$ cat src/rtl/pix_wr_if.sv
// Pixel-stream input and memory write port of the frame buffer write packer.
// The master side feeds pixels and wr_rdy; the slave side (the packer) issues write requests.
interface pix_wr_if #(
    parameter int PIX_WIDTH  = 8,
    parameter int DATA_WIDTH = 32
);
    logic                  frame_start;
    logic                  pix_valid;
    logic [PIX_WIDTH-1:0]  pix_data;
    logic                  wr_rdy;
    logic                  mem_wr_req_n;
    logic [DATA_WIDTH-1:0] mem_wr_data;

    modport master (
        output frame_start, pix_valid, pix_data, wr_rdy,
        input  mem_wr_req_n, mem_wr_data
    );

    modport slave (
        input  frame_start, pix_valid, pix_data, wr_rdy,
        output mem_wr_req_n, mem_wr_data
    );
endinterface

$ cat src/rtl/pix_wr_packer.sv
// Packs a pixel stream into memory words, queues them in a small FWFT FIFO and writes them out.
// Optional macro PIX_PACK_DROP_CNT_EN adds the drop_cnt and frame_cnt counters.
module pix_wr_packer #(
    parameter int PIX_WIDTH    = 8,
    parameter int DATA_WIDTH   = 32,
    parameter int FIFO_DEPTH   = 8,
    parameter int FRAME_PIXELS = 307200,
    parameter int PCNT_WIDTH   = 20
) (
    input  logic                        wr_clk,
    input  logic                        reset,
    pix_wr_if.slave                     bus,
    output logic [$clog2(FIFO_DEPTH):0] fifo_level,
    output logic                        busy,
    output logic                        frame_done,
    output logic                        overflow,
    output logic                        sync_err
`ifdef PIX_PACK_DROP_CNT_EN
    ,
    output logic [15:0]                 drop_cnt,
    output logic [15:0]                 frame_cnt
`endif
);
    localparam int PPW = DATA_WIDTH / PIX_WIDTH;
    localparam int LW  = (PPW > 1) ? $clog2(PPW) : 1;
    localparam int AW  = $clog2(FIFO_DEPTH);
    localparam int LVW = AW + 1;

    typedef enum logic [1:0] {
        ST_IDLE  = 2'd0,
        ST_PACK  = 2'd1,
        ST_FLUSH = 2'd2,
        ST_DRAIN = 2'd3
    } state_t;

    state_t                 state_r, state_next_s;
    logic [PCNT_WIDTH-1:0]  cnt_r, cnt_next_s, base_cnt_s, cnt_inc_s;
    logic [LW-1:0]          lane_r, lane_next_s, base_lane_s;
    logic [DATA_WIDTH-1:0]  word_r, word_next_s, base_word_s, packed_s, push_word_s;
    logic                   accept_s, push_s, sync_set_s, done_s;

    logic [DATA_WIDTH-1:0]  mem_r [FIFO_DEPTH];
    logic [AW-1:0]          wr_ptr_r, rd_ptr_r;
    logic [LVW-1:0]         level_r, level_next_s;
    logic                   req_n_r, busy_r, done_r, ovf_r, sync_r;
    logic                   pop_s, full_s, wr_en_s, drop_s;

    // Frame sequencing and pixel packing: next state, counters, and the word to push
    always_comb begin
        state_next_s = state_r;
        base_cnt_s   = cnt_r;
        base_lane_s  = lane_r;
        base_word_s  = word_r;
        accept_s     = 1'b0;
        push_s       = 1'b0;
        push_word_s  = word_r;
        sync_set_s   = 1'b0;
        done_s       = 1'b0;
        // A frame_start always restarts packing from lane 0; outside IDLE it aborts the frame
        if (bus.frame_start) begin
            state_next_s = ST_PACK;
            base_cnt_s   = '0;
            base_lane_s  = '0;
            base_word_s  = '0;
            accept_s     = bus.pix_valid;
            sync_set_s   = (state_r != ST_IDLE);
        end else begin
            case (state_r)
                ST_IDLE:  accept_s = 1'b0;
                ST_PACK:  accept_s = bus.pix_valid;
                ST_FLUSH: begin
                    push_s       = 1'b1;
                    push_word_s  = word_r;
                    base_word_s  = '0;
                    base_lane_s  = '0;
                    state_next_s = ST_DRAIN;
                end
                ST_DRAIN: begin
                    if (level_r == LVW'(0)) begin
                        done_s       = 1'b1;
                        state_next_s = ST_IDLE;
                    end else begin
                        state_next_s = ST_DRAIN;
                    end
                end
                default:  state_next_s = ST_IDLE;
            endcase
        end

        packed_s = base_word_s;
        for (int i = 0; i < PPW; i++) begin
            if (base_lane_s == LW'(i)) begin
                packed_s[i*PIX_WIDTH +: PIX_WIDTH] = bus.pix_data;
            end else begin
                packed_s[i*PIX_WIDTH +: PIX_WIDTH] = base_word_s[i*PIX_WIDTH +: PIX_WIDTH];
            end
        end

        cnt_inc_s   = base_cnt_s + PCNT_WIDTH'(1);
        cnt_next_s  = base_cnt_s;
        lane_next_s = base_lane_s;
        word_next_s = base_word_s;
        if (accept_s) begin
            cnt_next_s = cnt_inc_s;
            if (base_lane_s == LW'(PPW - 1)) begin
                push_s      = 1'b1;
                push_word_s = packed_s;
                word_next_s = '0;
                lane_next_s = '0;
            end else begin
                word_next_s = packed_s;
                lane_next_s = base_lane_s + LW'(1);
            end
            if (cnt_inc_s == PCNT_WIDTH'(FRAME_PIXELS)) begin
                state_next_s = (lane_next_s == LW'(0)) ? ST_DRAIN : ST_FLUSH;
            end else begin
                state_next_s = ST_PACK;
            end
        end else begin
            cnt_next_s = base_cnt_s;
        end
    end

    // FIFO control: a pop frees the slot a simultaneous push uses, so full+pop+push never drops
    always_comb begin
        pop_s        = (level_r != LVW'(0)) && bus.wr_rdy;
        full_s       = (level_r == LVW'(FIFO_DEPTH));
        wr_en_s      = push_s && (!full_s || pop_s);
        drop_s       = push_s && full_s && !pop_s;
        level_next_s = level_r + LVW'(wr_en_s) - LVW'(pop_s);
    end

    // Packer state, counters and the partial word
    always_ff @(posedge wr_clk) begin
        if (reset) begin
            state_r <= ST_IDLE;
            cnt_r   <= '0;
            lane_r  <= '0;
            word_r  <= '0;
        end else begin
            state_r <= state_next_s;
            cnt_r   <= cnt_next_s;
            lane_r  <= lane_next_s;
            word_r  <= word_next_s;
        end
    end

    // FIFO storage; contents are only observable through the level-qualified head read
    always_ff @(posedge wr_clk) begin
        if (wr_en_s) begin
            mem_r[wr_ptr_r] <= push_word_s;
        end else begin
            mem_r[wr_ptr_r] <= mem_r[wr_ptr_r];
        end
    end

    // FIFO pointers, level and the registered status outputs
    always_ff @(posedge wr_clk) begin
        if (reset) begin
            wr_ptr_r <= '0;
            rd_ptr_r <= '0;
            level_r  <= '0;
            req_n_r  <= 1'b1;
            busy_r   <= 1'b0;
            done_r   <= 1'b0;
            ovf_r    <= 1'b0;
            sync_r   <= 1'b0;
        end else begin
            wr_ptr_r <= wr_en_s ? (wr_ptr_r + AW'(1)) : wr_ptr_r;
            rd_ptr_r <= pop_s ? (rd_ptr_r + AW'(1)) : rd_ptr_r;
            level_r  <= level_next_s;
            req_n_r  <= (level_next_s == LVW'(0));
            busy_r   <= (state_next_s != ST_IDLE);
            done_r   <= done_s;
            ovf_r    <= ovf_r | drop_s;
            sync_r   <= sync_r | sync_set_s;
        end
    end

    assign bus.mem_wr_req_n = req_n_r;
    assign bus.mem_wr_data  = (level_r == LVW'(0)) ? {DATA_WIDTH{1'b0}} : mem_r[rd_ptr_r];
    assign fifo_level       = level_r;
    assign busy             = busy_r;
    assign frame_done       = done_r;
    assign overflow         = ovf_r;
    assign sync_err         = sync_r;

`ifdef PIX_PACK_DROP_CNT_EN
    logic [15:0] drop_cnt_r, frame_cnt_r;

    // Saturating dropped-word counter and wrapping completed-frame counter
    always_ff @(posedge wr_clk) begin
        if (reset) begin
            drop_cnt_r  <= 16'h0000;
            frame_cnt_r <= 16'h0000;
        end else begin
            if (drop_s && (drop_cnt_r != 16'hFFFF)) begin
                drop_cnt_r <= drop_cnt_r + 16'h0001;
            end else begin
                drop_cnt_r <= drop_cnt_r;
            end
            frame_cnt_r <= done_s ? (frame_cnt_r + 16'h0001) : frame_cnt_r;
        end
    end

    assign drop_cnt  = drop_cnt_r;
    assign frame_cnt = frame_cnt_r;
`endif
endmodule

$ cat src/flat_wrapper.sv
// flat-port wrapper written by rule: the top's interface ports become plain ports
module pix_wr_packer_flat 
#(
    parameter int PIX_WIDTH    = 8,
    parameter int DATA_WIDTH   = 32,
    parameter int FIFO_DEPTH   = 8,
    parameter int FRAME_PIXELS = 307200,
    parameter int PCNT_WIDTH   = 20
)
  (wr_clk, reset, fifo_level, busy, frame_done, overflow, sync_err, bus_frame_start, bus_pix_valid, bus_pix_data, bus_wr_rdy, bus_mem_wr_req_n, bus_mem_wr_data);
  pix_wr_if #(.PIX_WIDTH(PIX_WIDTH), .DATA_WIDTH(DATA_WIDTH)) bus_i ();
  input  logic wr_clk;
  input  logic reset;
  output logic [$clog2(FIFO_DEPTH):0] fifo_level;
  output logic busy;
  output logic frame_done;
  output logic overflow;
  output logic sync_err;
  input wire logic [$bits(bus_i.frame_start)-1:0] bus_frame_start;
  input wire logic [$bits(bus_i.pix_valid)-1:0] bus_pix_valid;
  input wire logic [$bits(bus_i.pix_data)-1:0] bus_pix_data;
  input wire logic [$bits(bus_i.wr_rdy)-1:0] bus_wr_rdy;
  output wire logic [$bits(bus_i.mem_wr_req_n)-1:0] bus_mem_wr_req_n;
  output wire logic [$bits(bus_i.mem_wr_data)-1:0] bus_mem_wr_data;
  assign bus_i.frame_start = bus_frame_start;
  assign bus_i.pix_valid = bus_pix_valid;
  assign bus_i.pix_data = bus_pix_data;
  assign bus_i.wr_rdy = bus_wr_rdy;
  assign bus_mem_wr_req_n = bus_i.mem_wr_req_n;
  assign bus_mem_wr_data = bus_i.mem_wr_data;
  pix_wr_packer #(.PIX_WIDTH(PIX_WIDTH), .DATA_WIDTH(DATA_WIDTH), .FIFO_DEPTH(FIFO_DEPTH), .FRAME_PIXELS(FRAME_PIXELS), .PCNT_WIDTH(PCNT_WIDTH)) u_core (.wr_clk(wr_clk), .reset(reset), .bus(bus_i), .fifo_level(fifo_level), .busy(busy), .frame_done(frame_done), .overflow(overflow), .sync_err(sync_err));
endmodule
$ cat config.mk
export PLATFORM = sky130hd
export DESIGN_NAME = pix_wr_packer_flat
export DESIGN_NICKNAME = d
export VERILOG_FILES = /design/src/rtl/pix_wr_if.sv /design/src/rtl/pix_wr_packer.sv /design/src/flat_wrapper.sv
export SDC_FILE = /design/constraint.sdc
export NUM_CORES = 1
export LEC_CHECK = 0
export CAP_MARGIN = 20
export CORE_AREA = 2 2 110 219
export DETAILED_ROUTE_END_ITERATION = 12
export DIE_AREA = 0 0 112 221
export PLACE_DENSITY = 0.82
export SETUP_SLACK_MARGIN = 0.02
export SLEW_MARGIN = 10
export SYNTH_ARGS = -nofsm -noshare
export SYNTH_HDL_FRONTEND = slang
export SYNTH_SLANG_ARGS = --single-unit
$ cat constraint.sdc
create_clock -name wr_clk -period 7 [get_ports wr_clk]
set_input_delay 0.7 -clock wr_clk [delete_from_list [all_inputs] [get_ports wr_clk]]
set_output_delay 0.7 -clock wr_clk [all_outputs]
set_load 0.03 [all_outputs]
* Word-level counts from Yosys, hierarchy flattened
Memories as Yosys holds them, arrays and structs flattened. A register that Yosys moved wholly into a read port is not among the register bits.
Index checks and enable logic that the tools add are counted.
** Operators by class
- $add $sub $neg :: 6
- Equal/unequal tests :: 9
- Multiplexer cells :: 38
- Bitwise logic cells :: 4
- Reduce and logical (&&, ||, !) cells :: 16
** Operators with widths (number)
- $mux W32 :: 8
- $mux W20 :: 2
- $mux W8 :: 4
- $add A20 B1 Y20 const B :: 1
- $eq A20 B19 Y1 const B :: 1
- $mux W2 :: 9
- $mux W1 :: 12
- $eq A2 B2 Y1 const B :: 4
- $logic_not A4 Y1 :: 2
- $add A3 B1 Y3 const B :: 2
- $mux W3 :: 2
- $add A4 B1 Y4 :: 1
- $eq A2 B1 Y1 const B :: 2
- $eq A4 B4 Y1 const B :: 1
- $logic_and A1 B1 Y1 :: 4
- $logic_not A2 Y1 :: 2
- $pmux W2 S2 :: 1
- $reduce_bool A2 Y1 :: 2
- $reduce_bool A4 Y1 :: 1
- $sub A4 B1 Y4 :: 1
- $or A1 B1 Y1 :: 3
- $reduce_or A3 Y1 :: 1
- $add A2 B1 Y2 const B :: 1
- $logic_not A1 Y1 :: 2
- 4 further kinds :: 4
** Storage, ports and cells
- Register bits :: 71
- Memory bits (writable) :: 256
- Bits of input ports :: 13
- Output and inout bits :: 41
- Memories kept :: 1
** Memories
- u_core.mem_r :: depth 8, width 32, rd ports 1, clocked after memory_dff 1, write ports 1, line pix_wr_packer.sv:42 : logic [DATA_WIDTH-1:0] mem_r [FIFO_DEPTH];

* Logic depth before layout (Yosys ltp)
Gate-level depths: netlist of run 1.
- Word-level depth :: 11
- Gate-level depth with buffers :: 15
- Depth with buffers taken out :: 13

* Worst setup path after synthesis of run 1
No wires, ideal clock.
- Path type :: in2reg
- From :: input port bus_frame_start
- To :: memory u_core.mem_r[0][0] (enable)
- Library setup time :: 0.461 ns
- Data arrival time :: 4.639 ns
- Data required time :: 6.539 ns
- Path slack :: 1.900 ns
- Stages :: 11
- Buffers on the path :: 3
- Cell sequence :: buf_2 -> buf_6 -> clkbuf_1 -> a21oi_1 -> nand2_1 -> inv_1 -> ha_1 -> o211ai_2 -> a21oi_2 -> nand2b_1 -> nor3_1
** On the way
- Longest elaborated chain between the ends :: 8
- Elaborated cells on any way between the ends :: 12
** Ends and longest elaborated chain
- start, declared :: line flat_wrapper.sv:19 : input wire logic [$bits(bus_i.frame_start)-1:0] bus_frame_start;
- $mux W2 :: line pix_wr_packer.sv:60 : if (bus.frame_start) begin
- $eq A2 B2 Y1 :: line pix_wr_packer.sv:105 : if (base_lane_s == LW'(PPW - 1)) begin
- $mux W1 :: line pix_wr_packer.sv:105
- $mux W1 (*) :: line pix_wr_packer.sv:103 : if (accept_s) begin
- $logic_and A1 B1 Y1 (*) :: line pix_wr_packer.sv:128 : wr_en_s = push_s && (!full_s || pop_s);
- via u_core.wr_en_s :: line pix_wr_packer.sv:46 : logic pop_s, full_s, wr_en_s, drop_s;
- $mux W1, on equally long branches :: line pix_wr_packer.sv:150, pix_wr_packer.sv:153
- $mux W1 (not written as such) or $reduce_and A2 Y1 (tied branches)
- $or A1 B1 Y1 (no source line) (*)
- end, declared :: line pix_wr_packer.sv:42
The timed path passes the listed nets; every way through them passes the cells marked *.

==> metrics.md, run 1 <==
| Metric | Value |
|---|---|
| Worst setup endpoint | bus_mem_wr_data[3] |
| Ports | 54 |
| CTS root buffer | clkbuf_16 |
| Req. time, crit path | 6300 ps |
| CTS resizes | 0 |
| Final Max Slew Viols | 0 |
| IO buf count | 53 |
| H-tree depth | 1 |
| Status | complete, no violations |
| Post-synth top area cell | edfxtp_1 |
| Via count | 7948 |
| Synth unique cells | 57 |
| Largest net degree at the start of global routing | 55 |
| Global route total overflow | 0 |
| Int Power | 3.43 mW |
| Top post-synthesis cells by count | 256 x edfxtp_1, 110 x nor2_1, 74 x dfxtp_1, 64 x mux4_2, 51 x nand2_1 |
| Non-filler instance count after layout | 1225 |
| Vias in the first global route | 8260 |
| Finished Cell Area | 15300 um^2 |
| DRT Wirelength | 30.0 mm |
| Worst Hold Class | flop to flop |
| Drt via density | 6.49 |
| PwrDens | 308 nW/um^2 |
| Clock Power Share | 30.9% |
| Fin. Hold Viols | 0 |
| Inserted Clock Buffers | 25 |
| Crit path depth | 5 |
| Syn Area/Cell | 15.5 um^2 |
| Clock buffer depth | 3 |
| Register share of total power | 47.0% |
| Register area | 9180 um^2 |
| Placed cell areas | 14500 um^2 |
| Die area | 24800 um^2 |
| First-pass GRT wire length | 46.8 mm |
| Met1 WL | 10.1 mm |
| Synth top area cells | edfxtp_1 56%, dfxtp_1 11%, mux4_2 11% |
| Hold depth | 1 |
| Drt drc | 0 |
| Worst Max-Slew Pin Slew | 1100 ps |
| Reg2Reg Setup Slack | 3540 ps |
| Met2 Wirelength | 16.7 mm |
| Clk_lat worst skew | 530 ps |
| Die Y | 221 um |
| Met3 WL | 1.97 mm |
| CTS tree | built |
| Setup violators final | 0 |
| Worst Reg-to-Reg Cells | 9 |
| Antenna violations before repair | 0 |
| Placed cell count | 1180 |
| Nets | 952 |
| Ratio of cells with drive above 1 in the final layout | 15.2% |
| Syn Inst Count | 884 |
| Final Cycle Share | 61.7% |
| Max_slew headroom | 26.5% |
| R2R Path End | u_core.mem_r[6][15] |
| F_max | 232 MHz |
| Post-CTS Setup Inserts | 0 |
| Critical path peak fanout | 43 |
| Ys flop type | edfxtp_1 |
| Pleak | 5.09 nW |
| Antenna Diode Count | 0 |
| Most frequent cell after synthesis | edfxtp_1 |
| Switching Fraction | 27.3% |
| Asr flop ratio synth | 0% |
| Area delta synth->final | 12.1% |
| Peak supply drop | 0.301 mV |
| Post-synthesis sequential area ratio | 67.1% |
| Post-CTS Hold Fix Bufs | 0 |
| Synth Net Count | 912 |
| EDFF count, synth | 256 |
| # rows | 79 |
| Final Wtd Congestion | 0.888 |
| Dpl hpwl | 18.1 mm |
| CP Data Arrival Time | 3620 ps |
| Area of the multi-input gates | 4250 um^2 |
| CP endpoint kind | output pin |
| Max Cap Viol | 0 |
| Worst-path clk slew | 70 ps |
| Seq cells post-synth | 330 |
| Initial DRC count | 741 |
| DIE WIDTH | 112 um |
| Comb power frac | 22.1% |
| Post-route ant nets | 0 |
| Worst path max stage delay | 910 ps |
| Critical R2R Launch | u_core.state_r[0] |
| Synth top area share | 56.2% |
| TritonRoute pass-1 iters | 5 |
| CP bufs+invs | 2 |
| Setup TNS | 0 ps |
| CP Launch Type | flop |
| Initial Util | 59.1% |
| Syn. warnings | 0 |
| DR WL/cell | 24.5 um |
| Psw | 1.29 mW |
| Core footprint | 23100 um^2 |
| Fillers | 1574 |
| Kind of critical path | flop to output pin |
| Clock sink total | 330 |
| Crit-path slowest cell | dfxtp_4 |
| CP delay by family, top | buffers and inverters |
| Post-route minimum period | 4320 ps |
| DR top layer | met4 |
| RSZ-0062 raised after global routing | false |
| Overall Global Routing Usage | 24.7% |
| Clock Skew | 12.6 ps |
| CP Cell Sequence | buf_4 -> mux4_2 -> mux2i_1 -> nor2_1 -> clkdlybuf4s50_1 |
| Post-Syn Area | 13700 um^2 |
==> power groups by stage <==
stage	sequential [mW]	clock, mW	combinational [mW]
global placement	2.27	0	1.03
detailed placement	2.27	0	1.05
finish	2.22	1.46	1.04
floorplan	2.20	0	0.779
global route	2.23	1.54	1.12
CTS	2.22	1.47	1.06
==> registers in the layout (all words and copies together), names as in the netlist, named ones only <==
| register | cells |
|---|---|
| u_core.rd_ptr_r | 3 |
| u_core.mem_r | 256 |
| u_core.busy | 1 |
| u_core.lane_r | 2 |
| u_core.state_r | 2 |
| u_core.fifo_level | 4 |
| u_core.overflow | 1 |
| u_core.sync_err | 1 |
| u_core.wr_ptr_r | 3 |
| u_core.cnt_r | 20 |
| u_core.word_r | 32 |
| u_core.bus.mem_wr_req_n | 1 |
| u_core.frame_done | 1 |
==> layer usage <==
layer  vias up  track usage (%)
met1      4001             28.3
met4         0             10.9
met3        80             3.29
li1       3470                -
met2       397             45.6
met5         -                0
==> worst reg2reg max path: stages (launching register included) <==
cell and delay, ps:
dfxtp_1 380, inv_1 100, a21oi_1 170, nand2_1 160, inv_1 140, ha_1 260
inv_1 130, nor2_4 790, o21ai_1 590, a32o_1 480
==> final cells by class <==
class,count,share of cell area (%)
flip-flops and latches,330,59.9
clock inverters,12,0.914
multi-input cells,484,27.8
repair buffers,66,4.20
clock buffers,33,4.54
well taps,283,2.31
inverters,17,0.416
==> worst min path at each step <==
stage / from / to / slack (ps)
floorplan: u_core.word_r[24] / u_core.word_r[24] / 430
global placement: u_core.word_r[31] / u_core.word_r[31] / 440
detailed placement: u_core.word_r[28] / u_core.word_r[28] / 440
finish: u_core.word_r[28] / u_core.word_r[28] / 460
global route: u_core.word_r[28] / u_core.word_r[28] / 480
CTS: u_core.word_r[26] / u_core.word_r[26] / 470
==> through the flow <==
| step | setup slack (ps) | hold slack (ps) | total power [mW] | util [%] |
|---|---|---|---|---|
| 2_1_floorplan | 1900 | 430 | 2.98 | - |
| 3_3_place_gp | 2740 | 441 | 3.30 | 62.5 |
| 3_5_place_dp | 2710 | 443 | 3.31 | 62.6 |
| 4_1_cts | 2600 | 466 | 4.75 | 66.3 |
| 5_1_grt | 2460 | 483 | 4.89 | 66.3 |
| 6_report | 2680 | 463 | 4.72 | 66.3 |
==> placed cells by master (no fill, tap or decap), types with 8 or more instances in the layout <==
master	n
nand4_1	13
nand3_1	11
clkbuf_16	25
ha_1	14
a21oi_1	11
xnor2_1	18
inv_1	16
nor2b_1	11
and2_1	10
clkdlybuf4s50_1	52
mux4_2	64
nor2_1	104
a32o_1	24
nand2_1	51
mux2i_1	36
buf_4	12
and3_1	8
edfxtp_1	256
a22oi_1	24
xor2_1	14
dfxtp_1	71
==> kinds of logic (layout without fill, tap and decap cells) <==
group	count (synthesis)	after routing	share of synthesized area, %
compound gates	81	81	4.77
xor+xnor	32	32	2.05
fa+ha+maj	15	15	1.43
buf+inv	70	128	2.26
flops	330	330	67.1
mux	100	100	13.2
simple gates	256	256	9.25
Power figures use the tool's default switching activity.
==> inputs of run 2 (changes only) <==
CORE_AREA = 2 2 115 228   (was 2 2 110 219)
DIE_AREA = 0 0 117 230   (was 0 0 112 221)
PLACE_DENSITY = 0.79   (was 0.82)
clock period = 3.9 ns   (was 7 ns; I/O delays follow)
==> run 2 against run 1 <==
  * Clock power rose by 110%
  * Combinational power grew 94%
  * Cell area rose by 2.2%
  * Highest routed layer unchanged
==> metrics.md, run 2 (synthesized netlist as in run 1, its figures left out) <==
| Metric | Value |
|---|---|
| Status | complete, no violations |
| H-tree depth | 1 (unchanged) |
| Initial Util | 54.4% (-4.7 points) |
| Antenna violations before repair | 0 (unchanged) |
| Post-route ant nets | 0 (unchanged) |
| Max_slew headroom | 32.0% (+5.5 points) |
| Area of the multi-input gates | 4260 um^2 (+0.18%) |
| Ratio of cells with drive above 1 in the final layout | 16.3% (+1.1 points) |
| Kind of critical path | flop to flop |
| Clock sink total | 330 (unchanged) |
| Register area | 9180 um^2 (unchanged) |
| F_max | 292 MHz |
| Worst Hold Class | input pin to flop |
| CP Data Arrival Time | 3680 ps (+60 ps) |
| # rows | 82 (+3.8%) |
| Core footprint | 25100 um^2 (+8.7%) |
| CP endpoint kind | flop |
| CTS resizes | 0 (unchanged) |
| Die area | 26900 um^2 (+8.7%) |
| Max Cap Viol | 0 (unchanged) |
| DR WL/cell | 24.1 um (-1.6%) |
| DIE WIDTH | 117 um (+4.5%) |
| Global route total overflow | 0 (unchanged) |
| Die Y | 230 um (+4.1%) |
| PwrDens | 570 nW/um^2 (+85%) |
| CTS tree | built |
| Req. time, crit path | 4150 ps (-2150 ps) |
| Final setup margin | 477 ps (-2200 ps) |
| Peak supply drop | 0.416 mV (+38%) |
| Drt via density | 6.27 (-3.3%) |
| Worst-path clk slew | 80 ps (about the same) |
| Max FFs per register | 256 (unchanged) |
| Post-route minimum period | 3420 ps |
| Fillers | 1768 (+12%) |
| Dpl hpwl | 18.7 mm (+3.2%) |
| Worst Max-Slew Pin Slew | 1020 ps (-84.3 ps) |
| Final Max Slew Viols | 0 (unchanged) |
| Area delta synth->final | 14.6% |
| Largest net degree at the start of global routing | 65 (+18%) |
| Final Cycle Share | 87.8% |
| Setup TNS | 0 ps (unchanged) |
| Ports | 54 (unchanged) |
| Top Registers | u_core.mem_r: 256 flops, u_core.word_r: 32 flops, u_core.cnt_r: 20 flops |
| Inserted Clock Buffers | 26 (+4.0%) |
| RSZ-0062 raised after global routing | false |
| CTS root buffer | clkbuf_16 |
| Pleak | 5.20 nW (+2.1%) |
| Post-CTS Hold Fix Bufs | 0 (unchanged) |
| Overall Global Routing Usage | 23.8% (-0.84 points) |
| CP Launch Type | flop |
| Drt drc | 0 (unchanged) |
| Antenna Diode Count | 0 (unchanged) |
| Nets | 958 (+0.63%) |
| DRT Wirelength | 31.0 mm (+3.3%) |
| Clock buffer depth | 3 (unchanged) |
| Clk_lat worst skew | 550 ps (+20 ps) |
| Most flops, register | u_core.mem_r |
| Clock Skew | 10.4 ps (-2.18 ps) |
| Fin. Hold Viols | 0 (unchanged) |
| TritonRoute pass-1 iters | 5 (unchanged) |
| Post-CTS Setup Inserts | 0 (unchanged) |
| Critical path peak fanout | 22 (-49%) |
| Via count | 8069 (+1.5%) |
| Vias in the first global route | 8321 (+0.74%) |
| Initial DRC count | 723 (-2.4%) |
| First-pass GRT wire length | 47.5 mm (+1.5%) |
| Setup violators final | 0 (unchanged) |
| IO buf count | 53 (unchanged) |
| Pre-CTS WS | 167 ps (-2550 ps) |
| Commonest non-fill, non-tap cell in the layout | edfxtp_1 |
| Final Wtd Congestion | 0.884 (-0.51%) |
| Most frequent cells in the layout | 256 x edfxtp_1, 104 x nor2_1, 71 x dfxtp_1 |
-- run 2: cell types whose count changed in the layout (fill, tap and decap cells not counted), sizes merged --
cell	delta
buf	+5
bufinv	+4
inv	+2
clkbuf	-3
-- run 2: final timing paths --
| check | startpoint | to | slack, ps | cells after the start |
|---|---|---|---|---|
| worst min-delay path | reset | u_core.cnt_r[7] | 410 | 2 |
| worst max register to register | u_core.state_r[0] | u_core.mem_r[3][12] | 480 | 9 |
| worst max-delay path | u_core.state_r[0] | u_core.mem_r[3][12] | 480 | 9 |
| worst min register to register | u_core.word_r[28] | u_core.word_r[28] | 470 | 1 |
-- run 2: power by group --
part           total [mW]  internal [mW]  switching (mW)
registers            3.88           3.80          0.0770
clock network        3.03           1.80            1.23
logic                2.02          0.944            1.08
total                8.93           6.54            2.39
-- run 2: layout make-up --
cell class / count / share of cell area (%)
Timing Repair Buffer: 71 / 4.77
Clock buffer: 30 / 4.58
Inverter: 17 / 0.407
Sequential cell: 330 / 58.6
Multi-Input combinational cell: 484 / 27.2
Clock inverter: 18 / 1.80
Tap cell: 336 / 2.68
-- run 2: layer usage --
| layer | GRT usage (%) | up-vias | routed length (um) |
|---|---|---|---|
| met4 | 12.0 | 0 | 1880 |
| li1 | - | 3483 | - |
| met2 | 43.3 | 373 | 16800 |
| met1 | 27.0 | 4098 | 10500 |
| met5 | 0 | - | 0 |
| met3 | 2.64 | 115 | 1780 |
-- run 2: worst max-delay path, stage by stage, from the launching register on --
cell and delay, ps:
dfxtp_1 380, inv_1 100, a21oi_1 180, nand2_1 150, inv_1 130, ha_1 250, inv_1 110, nor2_2 800
o21ai_1 550, a32o_1 480
-- run 2: stage by stage --
stage | instances | hold WS [ps] | utilization [%] | power [mW] | instance area, um^2
after floorplan | 884 | 430 | - | 5.35 | 13700
after global placement | 1238 | 442 | 58.4 | 5.97 | 14700
after detailed placement | 1238 | 445 | 58.4 | 6.01 | 14700
after CTS | 1286 | 384 | 62.3 | 9.02 | 15700
after global routing | 1286 | 428 | 62.3 | 9.23 | 15700
final | 1286 | 406 | 62.3 | 8.93 | 15700
